--- src/rtl/ds_reg_commit_scheduler_if.sv ---
// Host byte-write bus for the delta-sigma register/commit scheduler.
//   wr_en   : byte write strobe, one write per asserted cycle
//   wr_addr : {reg index[3:1], byte sel[0]}, bit0=1 selects the high byte
//   wr_data : byte to write
//   wr_err  : one-cycle pulse returned for an out-of-range write
// master = host side, slave = scheduler side.
interface ds_reg_commit_scheduler_if;
  logic       wr_en;
  logic [3:0] wr_addr;
  logic [7:0] wr_data;
  logic       wr_err;

  modport master (output wr_en, output wr_addr, output wr_data, input wr_err);
  modport slave  (input wr_en, input wr_addr, input wr_data, output wr_err);
endinterface

--- src/rtl/ds_reg_commit_scheduler.sv ---
// Step scheduler and parameter register bank for the delta-sigma modulator.
// Host byte writes land in shadow registers; a high-byte write marks the
// register dirty. Dirty shadows are copied to the active bank on the same
// edge that raises the step strobe, so the modulator never sees a
// half-written 16-bit value.
// Ports:
//   clk, reset     : clock, synchronous active-high reset
//   enable         : run the step divider
//   period         : step interval minus one, in clk cycles
//   bus            : host byte-write interface (slave side)
//   regs_out       : active registers, reg i at [16i+15:16i]
//   step           : one-cycle modulator step strobe
//   pulse_toggle   : flips on every step
//   commit_pending : OR of all dirty flags
module ds_reg_commit_scheduler #(
  parameter int unsigned NUM_REGS    = 3,
  parameter int unsigned REG_BITS    = 16,
  parameter int unsigned PERIOD_BITS = 8
) (
  input  logic                       clk,
  input  logic                       reset,
  input  logic                       enable,
  input  logic [PERIOD_BITS-1:0]     period,
  ds_reg_commit_scheduler_if.slave   bus,
  output logic [NUM_REGS*16-1:0]     regs_out,
  output logic                       step,
  output logic                       pulse_toggle,
  output logic                       commit_pending
);

  logic [PERIOD_BITS-1:0] cnt;
  logic [15:0]            shadow [NUM_REGS];
  logic [NUM_REGS-1:0]    dirty;
  logic [NUM_REGS-1:0]    dirty_next;
  logic                   fire;
  logic [2:0]             wr_idx;
  logic                   wr_in_range;
  logic                   wr_ok;

  always_comb begin
    fire        = enable && (cnt == '0);
    wr_idx      = bus.wr_addr[3:1];
    wr_in_range = (32'(wr_idx) < NUM_REGS);
    wr_ok       = bus.wr_en && wr_in_range;
    // Commit clears first, then a coincident high-byte write re-marks dirty
    // so the newly written value goes out on the following step.
    dirty_next = dirty;
    for (int unsigned i = 0; i < NUM_REGS; i++) begin
      if (fire) dirty_next[i] = 1'b0;
      if (wr_ok && bus.wr_addr[0] && (32'(wr_idx) == i)) dirty_next[i] = 1'b1;
    end
  end

  always_ff @(posedge clk) begin
    if (reset) begin
      cnt            <= '0;
      step           <= 1'b0;
      pulse_toggle   <= 1'b0;
      regs_out       <= '0;
      dirty          <= '0;
      commit_pending <= 1'b0;
      bus.wr_err     <= 1'b0;
      for (int unsigned i = 0; i < NUM_REGS; i++) shadow[i] <= '0;
    end else begin
      if (!enable) begin
        cnt  <= period;
        step <= 1'b0;
      end else if (fire) begin
        cnt          <= period;
        step         <= 1'b1;
        pulse_toggle <= ~pulse_toggle;
      end else begin
        cnt  <= cnt - 1'b1;
        step <= 1'b0;
      end

      // Commit reads the pre-write shadow; a same-edge write is not visible.
      for (int unsigned i = 0; i < NUM_REGS; i++) begin
        if (fire && dirty[i]) regs_out[16*i +: 16] <= shadow[i];
        if (wr_ok && (32'(wr_idx) == i)) begin
          if (bus.wr_addr[0]) shadow[i][15:8] <= bus.wr_data;
          else                shadow[i][7:0]  <= bus.wr_data;
        end
      end

      dirty          <= dirty_next;
      commit_pending <= |dirty_next;
      bus.wr_err     <= bus.wr_en && !wr_in_range;
    end
  end

endmodule

--- src/flat_wrapper.sv ---
// flat-port wrapper written by rule: the top's interface ports become plain ports
module ds_reg_commit_scheduler_flat 
#(
  parameter int unsigned NUM_REGS    = 3,
  parameter int unsigned REG_BITS    = 16,
  parameter int unsigned PERIOD_BITS = 8
)
  (clk, reset, enable, period, regs_out, step, pulse_toggle, commit_pending, bus_wr_en, bus_wr_addr, bus_wr_data, bus_wr_err);
  ds_reg_commit_scheduler_if bus_i ();
  input  logic clk;
  input  logic reset;
  input  logic enable;
  input  logic [PERIOD_BITS-1:0] period;
  output logic [NUM_REGS*16-1:0] regs_out;
  output logic step;
  output logic pulse_toggle;
  output logic commit_pending;
  input wire logic [$bits(bus_i.wr_en)-1:0] bus_wr_en;
  input wire logic [$bits(bus_i.wr_addr)-1:0] bus_wr_addr;
  input wire logic [$bits(bus_i.wr_data)-1:0] bus_wr_data;
  output wire logic [$bits(bus_i.wr_err)-1:0] bus_wr_err;
  assign bus_i.wr_en = bus_wr_en;
  assign bus_i.wr_addr = bus_wr_addr;
  assign bus_i.wr_data = bus_wr_data;
  assign bus_wr_err = bus_i.wr_err;
  ds_reg_commit_scheduler #(.NUM_REGS(NUM_REGS), .REG_BITS(REG_BITS), .PERIOD_BITS(PERIOD_BITS)) u_core (.clk(clk), .reset(reset), .enable(enable), .period(period), .bus(bus_i), .regs_out(regs_out), .step(step), .pulse_toggle(pulse_toggle), .commit_pending(commit_pending));
endmodule
--- config.mk ---
export PLATFORM = sky130hd
export DESIGN_NAME = ds_reg_commit_scheduler_flat
export DESIGN_NICKNAME = d
export VERILOG_FILES = /design/src/rtl/ds_reg_commit_scheduler_if.sv /design/src/rtl/ds_reg_commit_scheduler.sv /design/src/flat_wrapper.sv
export SDC_FILE = /design/constraint.sdc
export NUM_CORES = 1
export LEC_CHECK = 0
export CELL_PAD_IN_SITES_DETAIL_PLACEMENT = 0
export CELL_PAD_IN_SITES_GLOBAL_PLACEMENT = 1
export CORE_MARGIN = 1
export CORE_UTILIZATION = 35
export CTS_BUF_LIST = sky130_fd_sc_hd__clkbuf_8
export DETAILED_ROUTE_END_ITERATION = 16
export HOLD_SLACK_MARGIN = 0.06
export PLACE_DENSITY_LB_ADDON = 0.1
export SLEW_MARGIN = 15
export SYNTH_ARGS = -nofsm -noshare
export SYNTH_HDL_FRONTEND = slang
export SYNTH_SLANG_ARGS = --single-unit
--- constraint.sdc ---
create_clock -name clk -period 2.4 [get_ports clk]
set_input_delay 0.48 -clock clk [delete_from_list [all_inputs] [get_ports clk]]
set_output_delay 0.48 -clock clk [all_outputs]
set_load 0.03 [all_outputs]
; ---- Word level (Yosys, flattened, before mapping)
; Memory sizes are Yosys's and may differ from the RTL's. A register that Yosys moved wholly into a read port is not among the register bits.
; Index checks and enable logic that the tools add are counted.
[totals]
register_bits = 15
mem_bits_rw = 48
inputBits = 24
out_inout_bits = 52
wordCells = 75
n_memories = 1
[op_classes]
add_sub_neg = 1
n_lt_le_gt_ge = 1
n_eq_ne = 2
n_mux = 37
bitwise_logic = 8
reduce_logical = 19
[mem_list]
columns = memory, words, width, read_ports, rd_clocked_by_memory_dff, wr, line
row1 = u_core.shadow, 3, 16, 3, 3, 3, ds_reg_commit_scheduler.sv:32  ; logic [15:0] shadow [NUM_REGS];
[ops]
columns = cell, count
row1 = 8-bit two-way mux, 8
row2 = 1-bit two-way mux, 29
row3 = 1-bit logical AND, 13
row4 = 8-bit logical NOT, 1
row5 = 8-bit by 1-bit subtractor with 8-bit output (second input constant), 1
row6 = 1-bit bitwise OR, 6
row7 = 3-bit by 1-bit == test with 1-bit output (second input constant), 1
row8 = 3-bit by 2-bit == test with 1-bit output (second input constant), 1
row9 = 3-bit logical NOT, 1
row10 = 3-bit by 2-bit < comparator with 1-bit output (second input constant), 1
row11 = 3-bit OR reduction, 1
row12 = 1-bit inverter, 2
row13 = 2-bit AND reduction, 1
row14 = 2-bit OR reduction, 1
row15 = 1-bit logical NOT, 1

; ---- Longest topological paths before layout
; Gate-level depths: netlist (run 1).
[depth]
ltp_word = 7
ltp_mapped = 7
ltp_nobuf = 5

; ---- Worst setup path before layout (run 1)
; Ideal clock, no wire load.
[synth_path]
path_type = input-to-reg
startpoint = input port bus_wr_addr[3]
endpoint = memory u_core.shadow[2][0] (enable)
setup_ns = 0.310
t_arrival_ns = 1.651
required_ns = 2.090
setup_slack_ns = 0.439
cell_stages = 3
path_buffers = 0
cell_sequence = nor3b_1 nor4bb_1 or2_2
[synth_rtl]
columns = item, line
row1 = "start, declared", flat_wrapper.sv:19  ; input wire logic [$bits(bus_i.wr_addr)-1:0] bus_wr_addr;
row2 = "end, declared", ds_reg_commit_scheduler.sv:32

==> results.sh, run 1 <==
export IMPL_yosysUniqueCellTypes=45
export IMPL_die_w_um=117
export IMPL_io_buffers=75
export IMPL_setup_violations=0
export IMPL_root_buffer="clkbuf_8"
export IMPL_areaGrowthSynthToFinish_pct=24.1
export IMPL_worstSetupStartpointType="input port"
export IMPL_critical_path_max_fanout=8
export IMPL_grt_pass1_wl_um=14900
export IMPL_core_area_sq_um=12700
export IMPL_vias_per_cell=4.58
export IMPL_synth_edf_count=48
export IMPL_synthAdderAreaFrac_pct=0.271
export IMPL_syn_area_sq_um=4610
export IMPL_cts_buffer_depth=2
export IMPL_vias=2889
export IMPL_crit_path_end_kind="flip-flop"
export IMPL_p_leak_nw=1.92
export IMPL_cp_required_ns=2.61
export IMPL_worstMarginPinSlew_ns=0.659
export IMPL_synth_seq_cells=111
export IMPL_synth_seq_area_share_pct=58.6
export IMPL_dp_slack_ns=0.0424
export IMPL_syn_num_nets=404
export IMPL_async_flop_share_pct=0
export IMPL_fin_crit_ns=1.96
export IMPL_syn_area_per_cell_sq_um=12.2
export IMPL_placed_cells=615
export IMPL_initial_core_util_pct=36.3
export IMPL_fin_nets=479
export IMPL_cts_made_buffers=9
export IMPL_rsz0062_at_grt="false"
export IMPL_clkTransAtPathRegs_ns=0.11
export IMPL_drive_gt1_share_pct=8.28
export IMPL_synth_simple_area_share_pct=21.8
export IMPL_clock_latency_ns=0.39
export IMPL_clock_sinks=111
export IMPL_first_global_vias=2814
export IMPL_finalSetupTns_ns=0
export IMPL_crit_type="in -> reg"
export IMPL_cts_hold_buf=0
export IMPL_synth_xor_area_share_pct=0.380
export IMPL_layout_cells_non_filler=631
export IMPL_first_pass_iters=4
export IMPL_overflow=0
export IMPL_cts_tree="yes"
export IMPL_powerDensity_nw_per_um2=618
export IMPL_num_rows=41
export IMPL_fillers=1251
export IMPL_antenna_found_initial=0
export IMPL_dr_first_iter_drc_count=98
export IMPL_synth_main_ff_cell="dfxtp_1"
export IMPL_ant_nets=0
export IMPL_syn_inst=379
export IMPL_hold_class="reg -> reg"
export IMPL_max_freq_mhz=511
export IMPL_worstPathArrival_ns=2.17
export IMPL_fin_skew_ns=0.0131
export IMPL_cts_repair_resized=0
export IMPL_hpwl_um=6580
export IMPL_htreeDepth=3
export IMPL_grt_use_total_pct=15.0
export IMPL_drv_cap=0
export IMPL_slew_violations=0
export IMPL_synth_compound_area_share_pct=4.83
export IMPL_hold_viol=0
export IMPL_relSlewSlack_pct=55.7
export IMPL_min_period_over_period_pct=81.5
export IMPL_die_y_um=117
export IMPL_finalWirelength_um=9560
export IMPL_muxShareOfSynthArea_pct=11.1
export IMPL_grt_max_degree=51
export IMPL_postCtsSetupRepairBufs=0
export IMPL_status="finished, final reports clean"
export IMPL_die_area_sq_um=13600
export IMPL_ios=76
export IMPL_gp_congestion=0.770
export IMPL_yosys_warnings=0
export IMPL_wire_per_inst_um=15.2
export IMPL_n_antenna_cell=0
export IMPL_fin_ws_ns=0.444
export IMPL_drc=0
export IMPL_synth_top_family_by_area="simple AND/OR/NAND/NOR gates"
export IMPL_peakVddDrop_mv=0.447
-- power by group --
part | total (mW) | leakage, nW | switching, mW | internal (mW)
Sequential | 2.10 | 0.970 | 0.0508 | 2.05
Combinational | 0.336 | 0.855 | 0.177 | 0.158
Clock | 1.10 | 0.0936 | 0.699 | 0.404
-- cell type report --
type                       instances  area, sq um  share of cell area (%)
tap                              172          215                    3.76
timing repair buffer              85          833                    14.6
clock buffer                       9          124                    2.16
inverter                           6         22.5                   0.393
sequential                       111         2700                    47.2
multi-input combinational        241         1770                    30.8
clock inverter                     7         62.6                    1.09
-- metrics by stage --
step | hold slack [ns] | cell area, sq um | util [%] | power [mW]
after floorplan | 0.466 | 4610 | - | 2.37
after global placement | 0.460 | 5540 | 43.5 | 2.48
after detailed placement | 0.463 | 5540 | 43.5 | 2.48
after CTS | 0.481 | 5730 | 45.0 | 3.59
after global routing | 0.491 | 5730 | 45.0 | 3.69
final | 0.477 | 5730 | 45.0 | 3.54
-- worst max-delay path, cell delays in order --
cell and delay [ns]:
clkdlybuf4s50_1 0.50, nand2b_1 0.18, a2111oi_0 0.53, buf_4 0.24, and2_1 0.23
-- cell families (layout without fill, tap and decap cells) --
family / Yosys count / in the layout
buffers and inverters: 27 / 107
flip-flops: 111 / 111
AO/OA/AOI/OAI: 30 / 30
AND/OR/NAND/NOR: 158 / 158
multiplexers: 50 / 50
adder cells (fa/ha/maj): 1 / 1
XOR/XNOR: 2 / 2
-- worst paths after layout --
path	cells past startpoint	slack (ns)	startpoint	end
setup / recovery	5	0.44	bus_wr_addr[1]	u_core.shadow[0][10]$_DFFE_PP_
setup reg to reg	3	0.53	u_core.cnt[6]$_SDFF_PP0_	u_core.cnt[1]$_SDFF_PP0_
hold / removal	2	0.48	u_core.regs_out[17]$_SDFFE_PP0P_	u_core.regs_out[17]$_SDFFE_PP0P_
hold reg to reg	2	0.48	u_core.regs_out[17]$_SDFFE_PP0P_	u_core.regs_out[17]$_SDFFE_PP0P_
-- per-layer routing --
metal  global-route usage, %  wire (um)  vias to the layer above  share of wire, %
met5                       0          0                        -                 0
met4                    5.06        108                        0               1.1
met3                    4.99        448                        6               4.7
met2                    22.6       4170                       71                44
met1                    20.4       4830                     1356                51
li1                        -          -                     1456                 -
-- cells in the mapped netlist (2+ instances only) --
library cell / instances / share of area [%]
xnor2_1: 2 / 0.38
a21oi_1: 7 / 0.76
nor4_1: 2 / 0.27
a21o_1: 2 / 0.33
nand2_1: 4 / 0.33
clkbuf_1: 14 / 1.1
nor3_1: 3 / 0.33
a311o_1: 2 / 0.43
inv_1: 6 / 0.49
or3_1: 2 / 0.27
mux2_4: 2 / 0.65
mux2i_1: 48 / 10
nor3_4: 3 / 1.1
nand2b_1: 103 / 14
edfxtp_1: 48 / 31
buf_6: 4 / 0.98
o21a_1: 2 / 0.33
o21ai_0: 6 / 0.65
nor2b_1: 5 / 0.68
and2_1: 16 / 2.2
nor2_1: 10 / 0.81
dfxtp_1: 63 / 27
nor3b_1: 2 / 0.33
a31oi_1: 2 / 0.27
-- cell usage in the layout (no fill, tap or decap), types with 3 or more instances in the layout --
cell type	Yosys	final
nand2b_1	103	103
clkdlybuf4s50_1	0	74
dfxtp_1	63	63
mux2i_1	48	48
edfxtp_1	48	48
and2_1	16	16
nor2_1	10	10
clkbuf_8	0	9
buf_4	0	9
a21oi_1	7	7
inv_1	6	6
o21ai_0	6	6
nor2b_1	5	5
nand2_1	4	4
nor3_4	3	3
nor3_1	3	3
inv_8	0	3
-- sequential cells by signal, indices dropped and copies added, names as in the netlist --
name                   cells
u_core.pulse_toggle        1
u_core.regs_out           48
u_core.step                1
u_core.commit_pending      1
u_core.bus.wr_err          1
u_core.dirty               3
u_core.shadow             48
u_core.cnt                 8
Power figures use the tool's default switching activity.
==> run 2: changes to the inputs <==
==> constraint.sdc (replaced) <==
create_clock -name clk -period 1.8 [get_ports clk]
set_input_delay 0.36 -clock clk [delete_from_list [all_inputs] [get_ports clk]]
set_output_delay 0.36 -clock clk [all_outputs]
set_load 0.03 [all_outputs]
==> run 2 against run 1 <==
Against the previous run:
- die area unchanged
- largest cell class unchanged
- non-clock buffer count up 18
- highest routed layer unchanged
- sequential power up 32%
- worst hold slack worse by 0.0015 ns
==> results.sh, run 2 (synthesized netlist as in run 1, its figures left out) <==
export IMPL_status="finished, final reports clean"
export IMPL_first_global_vias=2881
export IMPL_n_antenna_cell=0
export IMPL_met2_length_um=4210
export IMPL_cp_required_ns=1.44
export IMPL_root_buffer="clkbuf_8"
export IMPL_cts_hold_buf=0
export IMPL_startpoint="u_core.regs_out[25]$_SDFFE_PP0P_"
export IMPL_powerDensity_nw_per_um2=806
export IMPL_r2r_end="u_core.cnt[0]$_SDFF_PP0_"
export IMPL_p_leak_nw=2.62
export IMPL_fin_skew_ns=0.00617
export IMPL_drc=0
export IMPL_vias=2911
export IMPL_final_common_cell="nand2b_1"
export IMPL_crit_path_end_kind="output pin"
export IMPL_grt_pass1_wl_um=15000
export IMPL_wire_per_inst_um=14.9
export IMPL_drv_cap=0
export IMPL_cts_buffer_depth=2
export IMPL_gp_congestion=0.786
export IMPL_r2r_start="u_core.cnt[4]$_SDFF_PP0_"
export IMPL_setup_violations=0
export IMPL_vias_per_cell=4.49
export IMPL_relSlewSlack_pct=61.7
export IMPL_areaGrowthSynthToFinish_pct=31.7
export IMPL_num_rows=41
export IMPL_ant_nets=0
export IMPL_io_buffers=75
export IMPL_die_area_sq_um=13600
export IMPL_dr_first_iter_drc_count=177
export IMPL_dp_slack_ns=-0.548
export IMPL_worstSetupStartpointType="flip-flop"
export IMPL_critPathTopFamily="buffers and inverters"
export IMPL_fin_crit_ns=1.75
export IMPL_top_layer="met4"
export IMPL_grt_max_degree=50
export IMPL_worstMarginPinSlew_ns=0.570
export IMPL_power_mw=4.89
export IMPL_max_freq_mhz=571
export IMPL_die_w_um=117
export IMPL_critPathBufInv=1
export IMPL_crit_type="reg -> out"
export IMPL_cts_made_buffers=9
export IMPL_timing_hold_ws_ns=0.475
export IMPL_hpwl_um=6590
export IMPL_placed_cells=633
export IMPL_slowest_stage="clkdlybuf4s50_1"
export IMPL_m1WireLength_um=4820
export IMPL_rr_worst_depth=3
export IMPL_worstPathArrival_ns=1.39
export IMPL_cts_tree="yes"
export IMPL_worst_path_stages=1
export IMPL_layout_common_cells="nand2b_1 (103), dfxtp_1 (61), mux2i_1 (48), edfxtp_1 (48), clkdlybuf4s50_1 (43)"
export IMPL_rsz0062_at_grt="false"
export IMPL_first_pass_iters=4
export IMPL_slew_violations=0
export IMPL_ios=76
export IMPL_critical_path_max_fanout=2
export IMPL_design_area_sq_um=6070
export IMPL_grt_use_total_pct=14.9
export IMPL_layout_cells_non_filler=648
export IMPL_die_y_um=117
export IMPL_wl_met3_um=427
export IMPL_reg_largest_list="u_core.regs_out x48, u_core.shadow x48, u_core.cnt x8"
export IMPL_clock_sinks=111
export IMPL_hold_viol=0
export IMPL_clock_latency_ns=0.37
export IMPL_overflow=0
export IMPL_placed_area_sq_um=5770
export IMPL_antenna_found_initial=0
export IMPL_min_period_over_period_pct=97.3
export IMPL_core_area_sq_um=12700
export IMPL_cp_endpoint="regs_out[25]"
export IMPL_hold_class="reg -> reg"
export IMPL_drive_gt1_share_pct=12.8
export IMPL_fin_ws_ns=0.0492
export IMPL_max_stage_delay_ns=0.68
export IMPL_clkTransAtPathRegs_ns=0.09
export IMPL_r2r_slack_ns=0.07
export IMPL_initial_core_util_pct=36.3
export IMPL_peakVddDrop_mv=0.331
export IMPL_fillers=1221
export IMPL_htreeDepth=3
export IMPL_finalWirelength_um=9630
export IMPL_fin_nets=497
export IMPL_worstPathCellList="clkdlybuf4s50_1"
-- run 2: changes by cell type in the layout (fill, tap and decap cells not counted), sizes merged --
cell           previous run  this run
inv                      11         7
dlygate4sd2               0         1
dlymetal6s2s              0        30
clkinvlp                  1         0
clkinv                    1         3
bufinv                    0         2
clkdlybuf4s50            74        43
buf                      11        29
-- run 2: power by group --
group	leakage [nW]	switching [mW]	internal, mW
Combinational	1.54	0.266	0.270
Clock	0.110	0.809	0.765
Sequential	0.971	0.0530	2.73
Total	2.62	1.13	3.77
-- run 2: how the worst min path moves through the flow --
stage	endpoint	depth (start not counted)	startpoint	slack (ns)
after global placement	u_core.regs_out[43]$_SDFFE_PP0P_	2	u_core.regs_out[43]$_SDFFE_PP0P_	0.46
after floorplan	u_core.dirty[2]$_SDFF_PP0_	2	u_core.dirty[2]$_SDFF_PP0_	0.47
after CTS	u_core.regs_out[25]$_SDFFE_PP0P_	2	u_core.regs_out[25]$_SDFFE_PP0P_	0.48
final	u_core.regs_out[11]$_SDFFE_PP0P_	2	u_core.regs_out[11]$_SDFFE_PP0P_	0.48
after detailed placement	u_core.regs_out[43]$_SDFFE_PP0P_	2	u_core.regs_out[43]$_SDFFE_PP0P_	0.46
after global routing	u_core.regs_out[36]$_SDFFE_PP0P_	2	u_core.regs_out[36]$_SDFFE_PP0P_	0.50
-- run 2: through the flow --
step	util [%]	TNS, ns
after floorplan	-	-0.0310
after global placement	45.4	-23.72
after detailed placement	45.4	-28.06
after CTS	47.0	0
after global routing	47.7	0
final	47.7	0
-- run 2: cell type report --
type                       count  area (sq um)  share of cell area, %
clock buffer                   9           124                   2.04
clock inverter                 6          78.8                   1.30
inverter                       6          22.5                  0.371
multi-input combinational    241          1800                   29.6
sequential                   111          2710                   44.5
tap                          172           215                   3.54
timing repair buffer         103          1130                   18.6
-- run 2: layer usage --
metal	vias to the layer above	GRT usage, %
li1	1481	-
met3	12	2.88
met4	0	6.58
met1	1349	21.2
met5	-	0
met2	69	22.2
-- run 2: timing repair --
item | CTS | global route
endpoints found under the setup margin | 41 | 45
gates resized for setup | 3 | 33
pin swaps | 0 | 1
setup buffers | 0 | 0
-- run 2: worst register-to-register path: cells and delay by family (launching register included) --
family | cells | cell delay [ns]
flip-flops | 1 | 0.33
AO/OA/AOI/OAI | 1 | 0.37
multiplexers | 1 | 0.31
AND/OR/NAND/NOR | 1 | 0.63
==> edit 1 (settings of run 2) <==
`NUM_REGS` is set to 3 in 2 places; all go to 5.
--- a/src/rtl/ds_reg_commit_scheduler.sv
+++ b/src/rtl/ds_reg_commit_scheduler.sv
@@ -15,3 +15,3 @@
 module ds_reg_commit_scheduler #(
-  parameter int unsigned NUM_REGS    = 3,
+  parameter int unsigned NUM_REGS    = 5,
   parameter int unsigned REG_BITS    = 16,
--- a/src/flat_wrapper.sv
+++ b/src/flat_wrapper.sv
@@ -3,3 +3,3 @@
 #(
-  parameter int unsigned NUM_REGS    = 3,
+  parameter int unsigned NUM_REGS    = 5,
   parameter int unsigned REG_BITS    = 16,
Interface: changed (resized regs_out); port bits go from 76 to 108. No check against the original RTL was run, so the function may have changed too.
==> edit 1 against run 2 <==
  * Sequential cell count grew 66
  * Clock power rose by 90%
  * Design area is 38% higher
  * Area after synthesis is 34% higher
  * Register-to-register slack gained 80 ps
  * Wire length grew 38%
  * Global-route usage increased by 0.60 points
  * Total power rose by 61%
  * Setup slack better by 77 ps
  * Sequential share of layout area up 7.2 points
  * Critical path type is now in -> reg
  * Largest cell class unchanged
==> edit 1: results (changes against run 2) <==
status=complete, no violations; postcts setup bufs=0 (unchanged); RD Place Congestion=0.762 (-3.1%); Critical Path Fanout Max=8 (+6); grt met2 use=24.5% (+2.3 points); Max VDD drop=0.000486 V (+47%); Sw Share=21.0% (-2.1 points); Post-Synth XOR/XNOR Area=0.847% (+0.47 points); drt wl/cell=15.7 um (+5.4%); Synth Area in Compound Gates=2.20% (-2.6 points); initial antenna violation count=0 (unchanged); layout cell share with drive strength beyond 1=13.6% (+0.83 points); filler instances=1555 (+27%); Num CTS Buffers=17 (+8); Synth warnings=0 (unchanged); Clock Tree Root=clkbuf_8; DR vias=3837 (+32%); maximum number of pins on one net before global-route repair=77 (+54%); 1st-iter DRT viols=160 (-9.6%); mux contribution to synthesized area=13.2% (+2.2 points); area of the multi-input gates=0.00178 mm2 (-1.1%); Place WS=-338 ps (+210 ps); headroom to the max-slew limit=76.9% (+15 points); placed cell area=0.00803 mm2 (+39%); Post-Syn Nets=487 (+21%); clock buffer depth=2 (unchanged); GR Util met3=3.45% (+0.57 points); Static Leakage=0.00407 uW (+55%); adder-cell share of the synthesized area=0.403% (+0.13 points); Setup Skew=9.89 ps (+3.71 ps); # H-tree levels=4 (+1); count of cell types in the netlist=33 (-27%); total track usage=15.6% (+0.60 points); global-route wire length before repair=20600 um (+38%); Nets=636 (+28%); sequential share of the synthesized area=70.0% (+11 points); Port Buf Inserts=107 (+43%); leading post-synthesis cells by cell area=edfxtp_1 39%, dfxtp_1 31%, mux2i_1 13%, nor2_1 5.9%, and2_1 1.6%; vias in the first global route=3731 (+30%); leading cell types by count after synthesis=97 x dfxtp_1, 97 x nor2_1, 82 x mux2i_1, 80 x edfxtp_1, 16 x and2_1; largest registers=u_core.regs_out: 80 flops, u_core.shadow: 80 flops, u_core.cnt: 8 flops; GR Util met1=20.6% (-0.68 points); Worst-Skew Late Latency=450 ps (+80 ps); Hold WC Path Type=in -> reg; slowest stage delay, CP=490 ps (-190 ps); crit path DAT=1820 ps (+430 ps)
## edit 1: cell count changes after synthesis, sizes merged, moves of 4 or more
cell | before | now
nor2 | 10 | 97
nor3 | 6 | 1
edfxtp | 48 | 80
nand2b | 103 | 5
nand3 | 0 | 6
dfxtp | 63 | 97
nand2 | 4 | 12
xor2 | 0 | 4
mux2i | 48 | 82
nor2b | 5 | 1
a211oi | 1 | 5
o21ai | 6 | 2
## edit 1: logic make-up (layout without fill, tap and decap cells)
group                    after synthesis  count (layout)
flip-flops                           177             177
AND/OR/NAND/NOR                      151             151
multiplexers                          82              82
buffers and inverters                 22             184
AO/OA/AOI/OAI                         21              21
XOR/XNOR                               6               6
adder cells (fa/ha/maj)                2               2
## edit 1: through the flow
step | power [uW] | TNS (ps) | std cells
6_report | 7900 | 0 | 848
5_1_grt | 8200 | 0 | 848
4_1_cts | 7990 | 0 | 848
3_5_place_dp | 5010 | -45050 | 816
3_3_place_gp | 5010 | -37190 | 816
2_1_floorplan | 4740 | 0 | 461
## edit 1: power by group through the flow
stage	Sequential [uW]	Clock (uW)	Combinational (uW)
2_1_floorplan	4520	0	218
3_3_place_gp	4530	0	480
3_5_place_dp	4530	0	482
4_1_cts	4440	3060	489
5_1_grt	4460	3220	523
6_report	4440	2980	481
## edit 1: metal layers
metal  share of wire [%]  vias up
li1                    -     1904
met1                  47     1817
met2                  47      100
met3                 4.1       16
met4                 1.6        0
met5                   0        -
## edit 1: what timing repair did
item                                    in CTS  in global routing
endpoints found under the setup margin     172                 86
pin swaps                                    0                  1
resized for setup                           87                  1
## edit 1: worst max-delay path: cells and delay by family
| family | cells | cell delay, ps |
|---|---|---|
| and+or+nand+nor | 3 | 970 |
| buffers and inverters | 1 | 490 |
## edit 1: path summary, 6_finish.rpt
| check | from | endpoint | slack, ps | cells after the start |
|---|---|---|---|---|
| min reg2reg | u_core.shadow[4][15]$_DFFE_PP_ | u_core.regs_out[79]$_SDFFE_PP0P_ | 480 | 2 |
| min | reset | u_core.regs_out[26]$_SDFFE_PP0P_ | 180 | 2 |
| max | bus_wr_en | u_core.shadow[4][6]$_DFFE_PP_ | 130 | 4 |
| max reg2reg | u_core.cnt[0]$_SDFF_PP0_ | u_core.regs_out[18]$_SDFFE_PP0P_ | 150 | 8 |
## edit 1: cell type report
class / count / area share (%)
clock buffers: 21 / 3.44
clock inverters: 11 / 1.89
inverters: 3 / 0.134
multi-input cells: 262 / 21.2
flip-flops and latches: 177 / 51.7
well taps: 225 / 3.35
repair buffers: 149 / 18.3
==> edit 2 (config.mk and constraints of run 2) <==
Without the edit above. Register the input `period` before use. The logic sees it one clock later. The other inputs are not delayed to match. Comments in the files are not updated.
--- a/src/rtl/ds_reg_commit_scheduler.sv
+++ b/src/rtl/ds_reg_commit_scheduler.sv
@@ -29,2 +29,8 @@
 );
+
+  logic [PERIOD_BITS-1:0] period_q;
+
+  always_ff @(posedge clk) begin
+    period_q <= period;
+  end
 
@@ -65,6 +71,6 @@
       if (!enable) begin
-        cnt  <= period;
+        cnt  <= period_q;
         step <= 1'b0;
       end else if (fire) begin
-        cnt          <= period;
+        cnt          <= period_q;
         step         <= 1'b1;
Check against the original RTL: not equivalent (a bounded check fails within 4 cycles, from zero or initial values and one cycle with reset high).
==> edit 2 against run 2 <==
  * Total power up 24%
  * Wire length up 7.4%
  * Highest routed layer unchanged
  * Clock power up 62%
  * Global-route usage up 0.96 points
  * Sequential power up 7.2%
  * Critical endpoint is now u_core.cnt[0]$_SDFF_PP0_
  * Design area up 4.0%
  * Critical path depth up 2
  * Setup slack better by 9.6 ps
  * Area after synthesis up 3.5%
  * Sequential cell count up 8
  * Critical path type is now reg -> reg
==> edit 2: results (changes against run 2) <==
maximum number of pins on one net before global-route repair=84 (+68%); count of cell types in the netlist=44 (-2.2%); status=complete, no violations; Critical Path Fanout Max=6 (+4); Worst Hold Path Cells=1 (-1); crit path DAT=2060 ps (+670 ps); DR vias=3115 (+7.0%); global-route wire length before repair=16800 um (+12%); Vias/cell=4.59 (+2.1%); PostCTS Resize Cnt=52 (+49); grt met2 use=24.8% (+2.6 points); 1st-iter DRT viols=153 (-14%); Post-Synth XOR/XNOR Area=0.367% (-0.013 points); leading post-synthesis cells by cell area=edfxtp_1 30%, dfxtp_1 30%, nand2b_1 13%, mux2i_1 10%, and2_1 2.1%; Hold Crit Endpoint=u_core.period_q[1]$_DFF_P_; total track usage=15.9% (+0.96 points); Place WS=-278 ps (+270 ps); filler instances=1253 (+2.6%); drt wl/cell=15.2 um (+2.5%); RD Place Congestion=0.748 (-4.9%); total power=6080 uW (+24%); GR Util met1=20.7% (-0.55 points); Nets=515 (+3.6%); P_seq=2980 uW (+7.2%); GR Util met3=5.07% (+2.2 points); leading cell types by count after synthesis=103 x nand2b_1, 71 x dfxtp_1, 48 x edfxtp_1, 48 x mux2i_1, 16 x and2_1; Clk pwr share=42.0% (+9.8 points); vias in the first global route=3176 (+10%); CTS clock-pin slew for the worst setup and hold paths=70 ps (-20 ps); Num CTS Buffers=17 (+8); placed cell area=0.00595 mm2 (+3.1%); placed cells=645 (+1.9%); Worst-Skew Late Latency=430 ps (+60 ps); CP Launch Point=u_core.cnt[6]$_SDFF_PP0_; Max VDD drop=0.000612 V (+85%)
## edit 2: layout make-up
cell class | count | area (um2) | area share, %
sequential | 119 | 2870 | 45.3
timing repair buffer | 104 | 1010 | 16.0
tap | 176 | 220 | 3.49
inverter | 6 | 22.5 | 0.356
multi-input combinational | 242 | 1780 | 28.2
clock inverter | 15 | 184 | 2.91
clock buffer | 17 | 234 | 3.70
## edit 2: logic make-up after synthesis
| kind of cell | count (synthesis) |
|---|---|
| and+or+nand+nor | 158 |
| DFF | 119 |
| AOI/OAI and AO/OA | 30 |
| xor gates and xnor gates | 2 |
| muxes | 50 |
| adders and majority gates | 1 |
| buffers and inverters | 27 |
## edit 2: worst reg2reg max path, cell delays in order, from the launching register on
cell     delay (ps)
dfxtp_2         330
or4_4           630
o31a_4          370
mux2_4          310
## edit 2: layer usage
layer,routed length [um],part of all wire [%],up-vias
met5,0,0,-
met4,70,0.68,0
met3,359,3.5,6
met2,4890,47,72
met1,5030,49,1490
li1,-,-,1547
